### src/rtl/control_pipeline_tracker.sv
// Carries decoded ID control bits and destination register through the EX/MEM/WB stage registers.
// Raises load-use stalls and branch flushes. Define CTRL_PIPE_STATS_EN to add stall/flush counters.
module control_pipeline_tracker #(
   parameter int REG_ADDR_WIDTH = 5,
   parameter int ALUOP_WIDTH    = 4,
   parameter int STATS_WIDTH    = 16
) (
   input  logic                      clk,
   input  logic                      reset,
   input  logic                      idValid,
   input  logic                      idRegisterDestination,
   input  logic                      idBranch,
   input  logic                      idMemoryRead,
   input  logic                      idMemoryToRegister,
   input  logic [ALUOP_WIDTH-1:0]    idALUop,
   input  logic                      idMemoryWrite,
   input  logic                      idAluSrc,
   input  logic                      idRegisterWrite,
   input  logic [REG_ADDR_WIDTH-1:0] idRs,
   input  logic [REG_ADDR_WIDTH-1:0] idRt,
   input  logic [REG_ADDR_WIDTH-1:0] idRd,
   input  logic                      branchTaken,
   output logic                      stall,
   output logic                      flush,
   output logic                      exValid,
   output logic                      exBranch,
   output logic                      exAluSrc,
   output logic                      exMemoryRead,
   output logic [ALUOP_WIDTH-1:0]    exALUop,
   output logic [REG_ADDR_WIDTH-1:0] exDest,
   output logic                      memValid,
   output logic                      memMemoryRead,
   output logic                      memMemoryWrite,
   output logic                      memMemoryToRegister,
   output logic                      memRegisterWrite,
   output logic [REG_ADDR_WIDTH-1:0] memDest,
   output logic                      wbValid,
   output logic                      wbMemoryToRegister,
   output logic                      wbRegisterWrite,
   output logic [REG_ADDR_WIDTH-1:0] wbDest
`ifdef CTRL_PIPE_STATS_EN
   ,
   output logic [STATS_WIDTH-1:0]    stallCount,
   output logic [STATS_WIDTH-1:0]    flushCount
`endif
);

   typedef struct packed {
      logic                      valid;
      logic                      branch;
      logic                      aluSrc;
      logic                      memoryRead;
      logic                      memoryWrite;
      logic                      memoryToRegister;
      logic                      registerWrite;
      logic [ALUOP_WIDTH-1:0]    aluOp;
      logic [REG_ADDR_WIDTH-1:0] dest;
   } exStage_t;

   typedef struct packed {
      logic                      valid;
      logic                      memoryRead;
      logic                      memoryWrite;
      logic                      memoryToRegister;
      logic                      registerWrite;
      logic [REG_ADDR_WIDTH-1:0] dest;
   } memStage_t;

   typedef struct packed {
      logic                      valid;
      logic                      memoryToRegister;
      logic                      registerWrite;
      logic [REG_ADDR_WIDTH-1:0] dest;
   } wbStage_t;

   exStage_t  exStage_reg,  exStage_next;
   memStage_t memStage_reg, memStage_next;
   wbStage_t  wbStage_reg,  wbStage_next;

   logic [REG_ADDR_WIDTH-1:0] idDest;
   logic                      usesRt;
   logic                      flushRaw;
   logic                      loadUse;

   assign idDest = idRegisterDestination ? idRd : idRt;
   assign usesRt = idRegisterDestination | idMemoryWrite | idBranch;

   // The EX registerWrite is the already register-0 masked copy, so a load to r0 never stalls.
   assign flushRaw = exStage_reg.valid & exStage_reg.branch & branchTaken;
   assign loadUse  = idValid & exStage_reg.valid & exStage_reg.memoryRead
                   & exStage_reg.registerWrite & (exStage_reg.dest != '0)
                   & ((exStage_reg.dest == idRs) | (usesRt & (exStage_reg.dest == idRt)));

   assign flush = ~reset & flushRaw;
   assign stall = ~reset & loadUse & ~flushRaw;

   always_comb begin
      exStage_next = '0;
      if (idValid && !flush && !stall) begin
         exStage_next.valid            = 1'b1;
         exStage_next.branch           = idBranch;
         exStage_next.aluSrc           = idAluSrc;
         exStage_next.memoryRead       = idMemoryRead;
         exStage_next.memoryWrite      = idMemoryWrite;
         exStage_next.memoryToRegister = idMemoryToRegister;
         exStage_next.registerWrite    = idRegisterWrite & (idDest != '0);
         exStage_next.aluOp            = idALUop;
         exStage_next.dest             = idDest;
      end
   end

   always_comb begin
      memStage_next                  = '0;
      memStage_next.valid            = exStage_reg.valid;
      memStage_next.memoryRead       = exStage_reg.memoryRead;
      memStage_next.memoryWrite      = exStage_reg.memoryWrite;
      memStage_next.memoryToRegister = exStage_reg.memoryToRegister;
      memStage_next.registerWrite    = exStage_reg.registerWrite;
      memStage_next.dest             = exStage_reg.dest;
   end

   always_comb begin
      wbStage_next                  = '0;
      wbStage_next.valid            = memStage_reg.valid;
      wbStage_next.memoryToRegister = memStage_reg.memoryToRegister;
      wbStage_next.registerWrite    = memStage_reg.registerWrite;
      wbStage_next.dest             = memStage_reg.dest;
   end

   always_ff @(posedge clk) begin
      if (reset) begin
         exStage_reg  <= '0;
         memStage_reg <= '0;
         wbStage_reg  <= '0;
      end else begin
         exStage_reg  <= exStage_next;
         memStage_reg <= memStage_next;
         wbStage_reg  <= wbStage_next;
      end
   end

   assign exValid             = exStage_reg.valid;
   assign exBranch            = exStage_reg.branch;
   assign exAluSrc            = exStage_reg.aluSrc;
   assign exMemoryRead        = exStage_reg.memoryRead;
   assign exALUop             = exStage_reg.aluOp;
   assign exDest              = exStage_reg.dest;
   assign memValid            = memStage_reg.valid;
   assign memMemoryRead       = memStage_reg.memoryRead;
   assign memMemoryWrite      = memStage_reg.memoryWrite;
   assign memMemoryToRegister = memStage_reg.memoryToRegister;
   assign memRegisterWrite    = memStage_reg.registerWrite;
   assign memDest             = memStage_reg.dest;
   assign wbValid             = wbStage_reg.valid;
   assign wbMemoryToRegister  = wbStage_reg.memoryToRegister;
   assign wbRegisterWrite     = wbStage_reg.registerWrite;
   assign wbDest              = wbStage_reg.dest;

`ifdef CTRL_PIPE_STATS_EN
   // Index 0 counts stalls, index 1 counts flushes; both hold at all-ones.
   logic [1:0] statEvent;
   assign statEvent = {flush, stall};

   genvar gi;
   generate
      for (gi = 0; gi < 2; gi++) begin : statGen
         logic [STATS_WIDTH-1:0] count_reg;
         always_ff @(posedge clk) begin
            if (reset) begin
               count_reg <= '0;
            end else if (statEvent[gi] && !(&count_reg)) begin
               count_reg <= count_reg + 1'b1;
            end
         end
      end
   endgenerate

   assign stallCount = statGen[0].count_reg;
   assign flushCount = statGen[1].count_reg;
`endif

endmodule

### config.mk
export PLATFORM = sky130hd
export DESIGN_NAME = control_pipeline_tracker
export DESIGN_NICKNAME = d
export VERILOG_FILES = /design/src/rtl/control_pipeline_tracker.sv
export SDC_FILE = /design/constraint.sdc
export NUM_CORES = 1
export LEC_CHECK = 0
export CORE_MARGIN = 5
export CORE_UTILIZATION = 39
export DETAILED_ROUTE_END_ITERATION = 10
export PLACE_DENSITY = 0.81
export REMOVE_ABC_BUFFERS = 1
export SLEW_MARGIN = 0
export SYNTH_ARGS = -nofsm -noshare
export SYNTH_HDL_FRONTEND = slang
export SYNTH_SLANG_ARGS = --single-unit
### constraint.sdc
create_clock -name clk -period 2 [get_ports clk]
set_input_delay 0.2 -clock clk [delete_from_list [all_inputs] [get_ports clk]]
set_output_delay 0.2 -clock clk [all_outputs]
set_load 0.005 [all_outputs]
==> flow_summary.json, run 1 <==
{
  "fp.dieW_um": 66.30,
  "areaGrowthSynthToFinish_pct": 64.17,
  "timing.max_cap.violations": 0,
  "timing.critical_path.to_type": "flip-flop",
  "synthDominantAreaCellType": "sky130_fd_sc_hd__dfxtp_1",
  "layout-drive-gt1-share": 0.1935,
  "power.clock.fraction": 0.299,
  "route.detailed.drc": 0,
  "routed-via-count": 1030,
  "via_density_per_instance": 4.478,
  "tritonroute_pass_1_iters": 4,
  "dp_hpwl_mm": 2.252,
  "cts.sink_count": 34,
  "critical_setup_path_class": "in2reg",
  "worst_skew_late_latency_ns": 0.34,
  "drv_slew": 0,
  "synth_commonest_cells": "34 x sky130_fd_sc_hd__dfxtp_1, 18 x sky130_fd_sc_hd__nor2b_1, 11 x sky130_fd_sc_hd__nor2_1, 10 x sky130_fd_sc_hd__xor2_1",
  "wl_mm": 3.057,
  "cts_root_buf": "sky130_fd_sc_hd__clkbuf_4",
  "outcome": "finished, final reports clean",
  "top_layer": "met4",
  "floorplan.die.height_um": 66.30,
  "syn-instance-count": 114,
  "cts_max_path_buffers": 2,
  "placement_rows": 20,
  "cts-htree-levels": 2,
  "cp.arrival_ns": 2.16,
  "global_route.usage.total": 0.1431,
  "unrepaired_setup_endpoints_after_global_routing": "yes",
  "route.detailed.wl_per_inst_um": 13.29,
  "initial_core_utilization": 0.4049,
  "pd_cells_nw_per_um2": 655.5,
  "max-slew-margin-rel": 0.7236,
  "final_cell_area_um2": 2029,
  "wl_met2_mm": 1.534,
  "timing.fmax_ghz": 0.5204,
  "power.sequential.fraction": 0.536,
  "overflow": 0,
  "synth-edff-count": 0,
  "num_cts_buffers": 5,
  "synth_top_cells_by_area": "sky130_fd_sc_hd__dfxtp_1 55%, sky130_fd_sc_hd__nor2b_1 9.1%, sky130_fd_sc_hd__xor2_1 7.1%",
  "detail-route-antenna-nets": 0,
  "cts_tree": "done",
  "finalCritPeriodShare": 0.9609,
  "placed_cells_incl_taps": 218,
  "internal_power_component_uw": 1011,
  "floorplan.io_pins": 63,
  "worst-path-max-fanout": 6,
  "final-hold-violation-count": 0,
  "placed_cell_area_um2": 1901,
  "stdcell_count": 230,
  "ctsHoldBuffers": 0,
  "post-layout-total-power_uw": 1330,
  "post-synth-top-area-fraction": 0.5506,
  "async_reset_ff_frac": 0,
  "synth_area_per_cell_um2": 10.84,
  "power.share.combinational": 0.165,
  "ir_worst_vdd_mv": 0.3977,
  "power.net_switching_uw": 319.5,
  "power.leakage_uw": 0.0008178,
  "dominantRegCellSynth": "sky130_fd_sc_hd__dfxtp_1",
  "setup_slack_of_the_most_critical_reg_to_reg_path_ns": 0.09,
  "power.share.switching": 0.2401,
  "synth_area_um2": 1236,
  "buffer_ports.inserted": 62,
  "worstMarginPinSlew_ns": 0.4093,
  "cell_variety_after_synth": 20,
  "coreArea_um2": 3053,
  "finalCoreUtilization": 0.6648,
  "fin_crit_ns": 1.922,
  "dr_wl_met3_um": 265,
  "synth-seq-cells": 34,
  "yosysSeqAreaShare": 0.5506,
  "num-fill-cells": 257,
  "met1_routed_length_mm": 1.173,
  "net_count_reported_at_finish": 215,
  "post-synth-top-count-cell": "sky130_fd_sc_hd__dfxtp_1",
  "wire_length_of_the_first_global_routing_pass_mm": 4.588,
  "worstPathRequired_ns": 2.24,
  "antenna_found_initial": 0,
  "hold_path_class": "in2reg",
  "die_area_um2": 4396,
  "clkTransAtPathRegs_ns": 0.10,
  "grt_pass1_vias": 1034,
  "setup-violations-final": 0,
  "grt_max_degree": 20,
  "n_antenna_cell": 0,
  "finClkSkew_ns": 0.01101,
  "yosysWarnings": 0,
  "globalplace.congestion": 0.6674,
  "drt-initial-drc-count": 34,
  "worst_setup_path_start_kind": "primary input"
}
## path summary, 6_finish.rpt
kind | startpoint | to | cells past startpoint
worst max register to register | exDest[1] | exDest[2] | 9
worst min-delay path | idMemoryToRegister | exStage_reg[10] | 2
worst min register to register | exStage_reg[11] | memMemoryWrite | 1
worst max-delay path | idRt[0] | exDest[2] | 8
## layout by cell type (no fill, tap or decap), drive strengths merged
master         count
or4                2
o311ai             1
nor4               3
nand2              1
and2               9
clkinv             1
nand3              2
nor3               2
nor2              11
o41ai              1
xor2              10
clkinvlp           1
a22oi              1
mux2i              5
clkbuf             6
dfxtp             34
nor2b             18
clkdlybuf4s50     61
inv                1
buf               15
nand3b             1
## routing by layer
layer | GRT usage | vias to the layer above
met5 | 0 | -
met4 | 0.07868 | 0
met1 | 0.1341 | 470
met3 | 0.06803 | 8
met2 | 0.2528 | 48
li1 | - | 504
## cell families (layout without fill, tap and decap cells)
| kind of cell | after synthesis | in the layout | synth area share |
|---|---|---|---|
| muxes | 5 | 5 | 0.04049 |
| and+or+nand+nor | 49 | 49 | 0.2277 |
| AOI/OAI and AO/OA | 3 | 3 | 0.03543 |
| xor gates and xnor gates | 10 | 10 | 0.07085 |
| DFF | 34 | 34 | 0.5506 |
| buffers and inverters | 13 | 85 | 0.07490 |
## power groups by stage
stage / Combinational [uW] / Sequential (uW) / Clock (uW)
3_3_place_gp: 190 / 728 / 0
6_report: 220 / 713 / 398
3_5_place_dp: 192 / 729 / 0
5_1_grt: 235 / 717 / 452
4_1_cts: 212 / 713 / 410
2_1_floorplan: 52.5 / 730 / 0
## critical path, cell delays in order
cell                              delay (ns)
sky130_fd_sc_hd__clkdlybuf4s50_1        0.47
sky130_fd_sc_hd__xor2_1                 0.20
sky130_fd_sc_hd__nor4_2                 0.29
sky130_fd_sc_hd__a22oi_2                0.14
sky130_fd_sc_hd__buf_4                  0.15
sky130_fd_sc_hd__o41ai_4                0.42
sky130_fd_sc_hd__buf_4                  0.23
sky130_fd_sc_hd__nor2_2                 0.05
## stage by stage
stage | setup TNS (ns) | hold slack (ns) | setup WS, ns
2_1_floorplan | 0 | 0.2716 | 0.2266
3_3_place_gp | -2.941 | 0.4214 | -0.3348
3_5_place_dp | -3.854 | 0.4302 | -0.3763
4_1_cts | 0 | 0.3906 | 0.008046
5_1_grt | -0.03225 | 0.3913 | -0.03225
6_report | 0 | 0.4062 | 0.07823
## what timing repair did
item	CTS	global route
pin swaps	2	4
setup buffers	4	0
hold endpoints to repair	0	0
gates resized for setup	7	9
setup endpoints to repair	1	14
## area by class of cell
class | count | area (um^2) | share of cell area
clock inverters | 2 | 12.51 | 0.006165
repair buffers | 76 | 720.7 | 0.3551
inverters | 1 | 6.256 | 0.003083
flip-flops and latches | 34 | 685.7 | 0.3379
clock buffers | 6 | 51.30 | 0.02528
multi-input cells | 67 | 498.0 | 0.2454
well taps | 44 | 55.05 | 0.02713
(Power assumes the default switching activity.)
==> run 2: changes to the inputs <==
--- a/config.mk
+++ b/config.mk
@@ -7,6 +7,7 @@
 export LEC_CHECK = 0
 export CORE_MARGIN = 5
 export CORE_UTILIZATION = 39
+export CTS_CLUSTER_DIAMETER = 40
 export DETAILED_ROUTE_END_ITERATION = 10
 export PLACE_DENSITY = 0.81
 export REMOVE_ABC_BUFFERS = 1
==> results of run 2 <==
The final DEF is identical to that of run 1; final timing and power are the same.
==> RTL edit: new RTL, settings of run 2 <==
`ALUOP_WIDTH`: 4 -> 3.
--- a/src/rtl/control_pipeline_tracker.sv
+++ b/src/rtl/control_pipeline_tracker.sv
@@ -4,3 +4,3 @@
    parameter int REG_ADDR_WIDTH = 5,
-   parameter int ALUOP_WIDTH    = 4,
+   parameter int ALUOP_WIDTH    = 3,
    parameter int STATS_WIDTH    = 16
Interface: changed (resized exALUop and idALUop); port bits go from 63 to 61. No check against the original RTL was run, so the function may have changed too.
==> RTL edit against run 2 <==
- first-iteration DRC count fell by 21%
- routed wire length down 3.4%
- total power decreased by 9.0%
- sequential cell count decreased by 1
- cell count up 1.7%
- area after synthesis decreased by 0.81%
- setup slack worse by 0.022 ns
- design area fell by 3.0%
- maximum frequency down 1.1%
==> RTL edit: results (changes against run 2) <==
stage,metric,value,unit,change
status,status,"complete, no violations",,unchanged
sta,skew,0.00347,ns,was 0.0110 ns
synthesis,synth_commonest_cells,"dfxtp_1 (33), nor2_1 (19), nor2b_1 (18)",,"was dfxtp_1 (34), nor2b_1 (18), nor2_1 (11)"
power,seqPwrFrac,57.1,%,was 53.6%
finish,final_nets,220,,was 215
finish,drive_above_1_share,15.8,%,was 19.4%
synthesis,avgSynthCellArea,10.2,µm²,was 10.8 µm²
place,hpwl,2450,µm,was 2250 µm
setup_path,r2r-start,exDest[4],,was exDest[1]
power,switching_share,23.1,%,was 24.0%
synthesis,synth_mux_area_share,4.08,%,was 4.05%
place,io_buffers,60,,was 62
finish,nFillCells,248,,was 257
synthesis,synth-compound-area-share,3.57,%,was 3.54%
global_route,gr-usage-all-layers,14.2,%,was 14.3%
synthesis,synthTopCellsByArea,"dfxtp_1 (54%), nor2b_1 (9.2%), xor2_1 (7.1%)",,"was dfxtp_1 (55%), nor2b_1 (9.1%), xor2_1 (7.1%)"
place,gp_congestion,0.723,,was 0.667
setup_path,slowest_delay,0.45,ns,was 0.47 ns
setup_path,crit_start,idRt[2],,was idRt[0]
clocking,clock_latency,0.31,ns,was 0.34 ns
place,pre_cts_ws,-0.398,ns,was -0.376 ns
power,peakVddDrop,0.298,mV,was 0.398 mV
power,p_leak,0.849,nW,was 0.818 nW
sta,maxSlewHeadroom,77.1,%,was 72.4%
synthesis,synth-xor-area-share,7.14,%,was 7.09%
global_route,grt_pass1_wl,4660,µm,was 4590 µm
-- RTL edit: through the flow --
stage	area (µm²)	utilization (%)	hold slack [ns]	power [mW]
6_report	1970	65.0	0.233	1.21
5_1_grt	1970	65.0	0.269	1.28
4_1_cts	1950	64.4	0.386	1.22
3_5_place_dp	1900	62.9	0.425	0.907
3_3_place_gp	1900	62.9	0.420	0.900
2_1_floorplan	1140	-	0.272	0.761
-- RTL edit: worst paths after layout --
| check | end | slack (ns) | cells past startpoint |
|---|---|---|---|
| min reg2reg | memMemoryToRegister | 0.44 | 1 |
| min | exDest[4] | 0.23 | 3 |
| max | exStage_reg[8] | 0.06 | 9 |
| max reg2reg | exStage_reg[8] | 0.08 | 8 |
-- RTL edit: metal layers --
layer | track usage, % | share of wire, % | routed length, µm | up-vias
met2 | 25.3 | 50 | 1490 | 42
met3 | 5.78 | 8.3 | 245 | 4
li1 | - | - | - | 508
met4 | 4.57 | 0.81 | 24 | 0
met5 | 0 | 0 | 0 | -
met1 | 15.1 | 40 | 1190 | 451
-- RTL edit: worst max-delay path: cells and delay by family --
| kind | cells | cell delay (ns) |
|---|---|---|
| simple gates | 2 | 0.35 |
| compound gates | 2 | 0.47 |
| xor+xnor | 1 | 0.19 |
| buf+inv | 4 | 0.93 |
-- RTL edit: final cells by class --
cell class	instances	area [µm²]	area share, %
clock buffers	5	37.5	1.91
clock inverters	1	5.00	0.254
inverters	9	33.8	1.72
multi-input cells	66	453	23.0
flip-flops and latches	33	663	33.7
well taps	44	55.1	2.80
repair buffers	76	722	36.7
-- RTL edit: what timing repair did --
item | CTS | global route
gates resized for setup | 4 | 6
pin swaps | 3 | 3
endpoints found under the setup margin | 1 | 16
setup buffers | 1 | 0
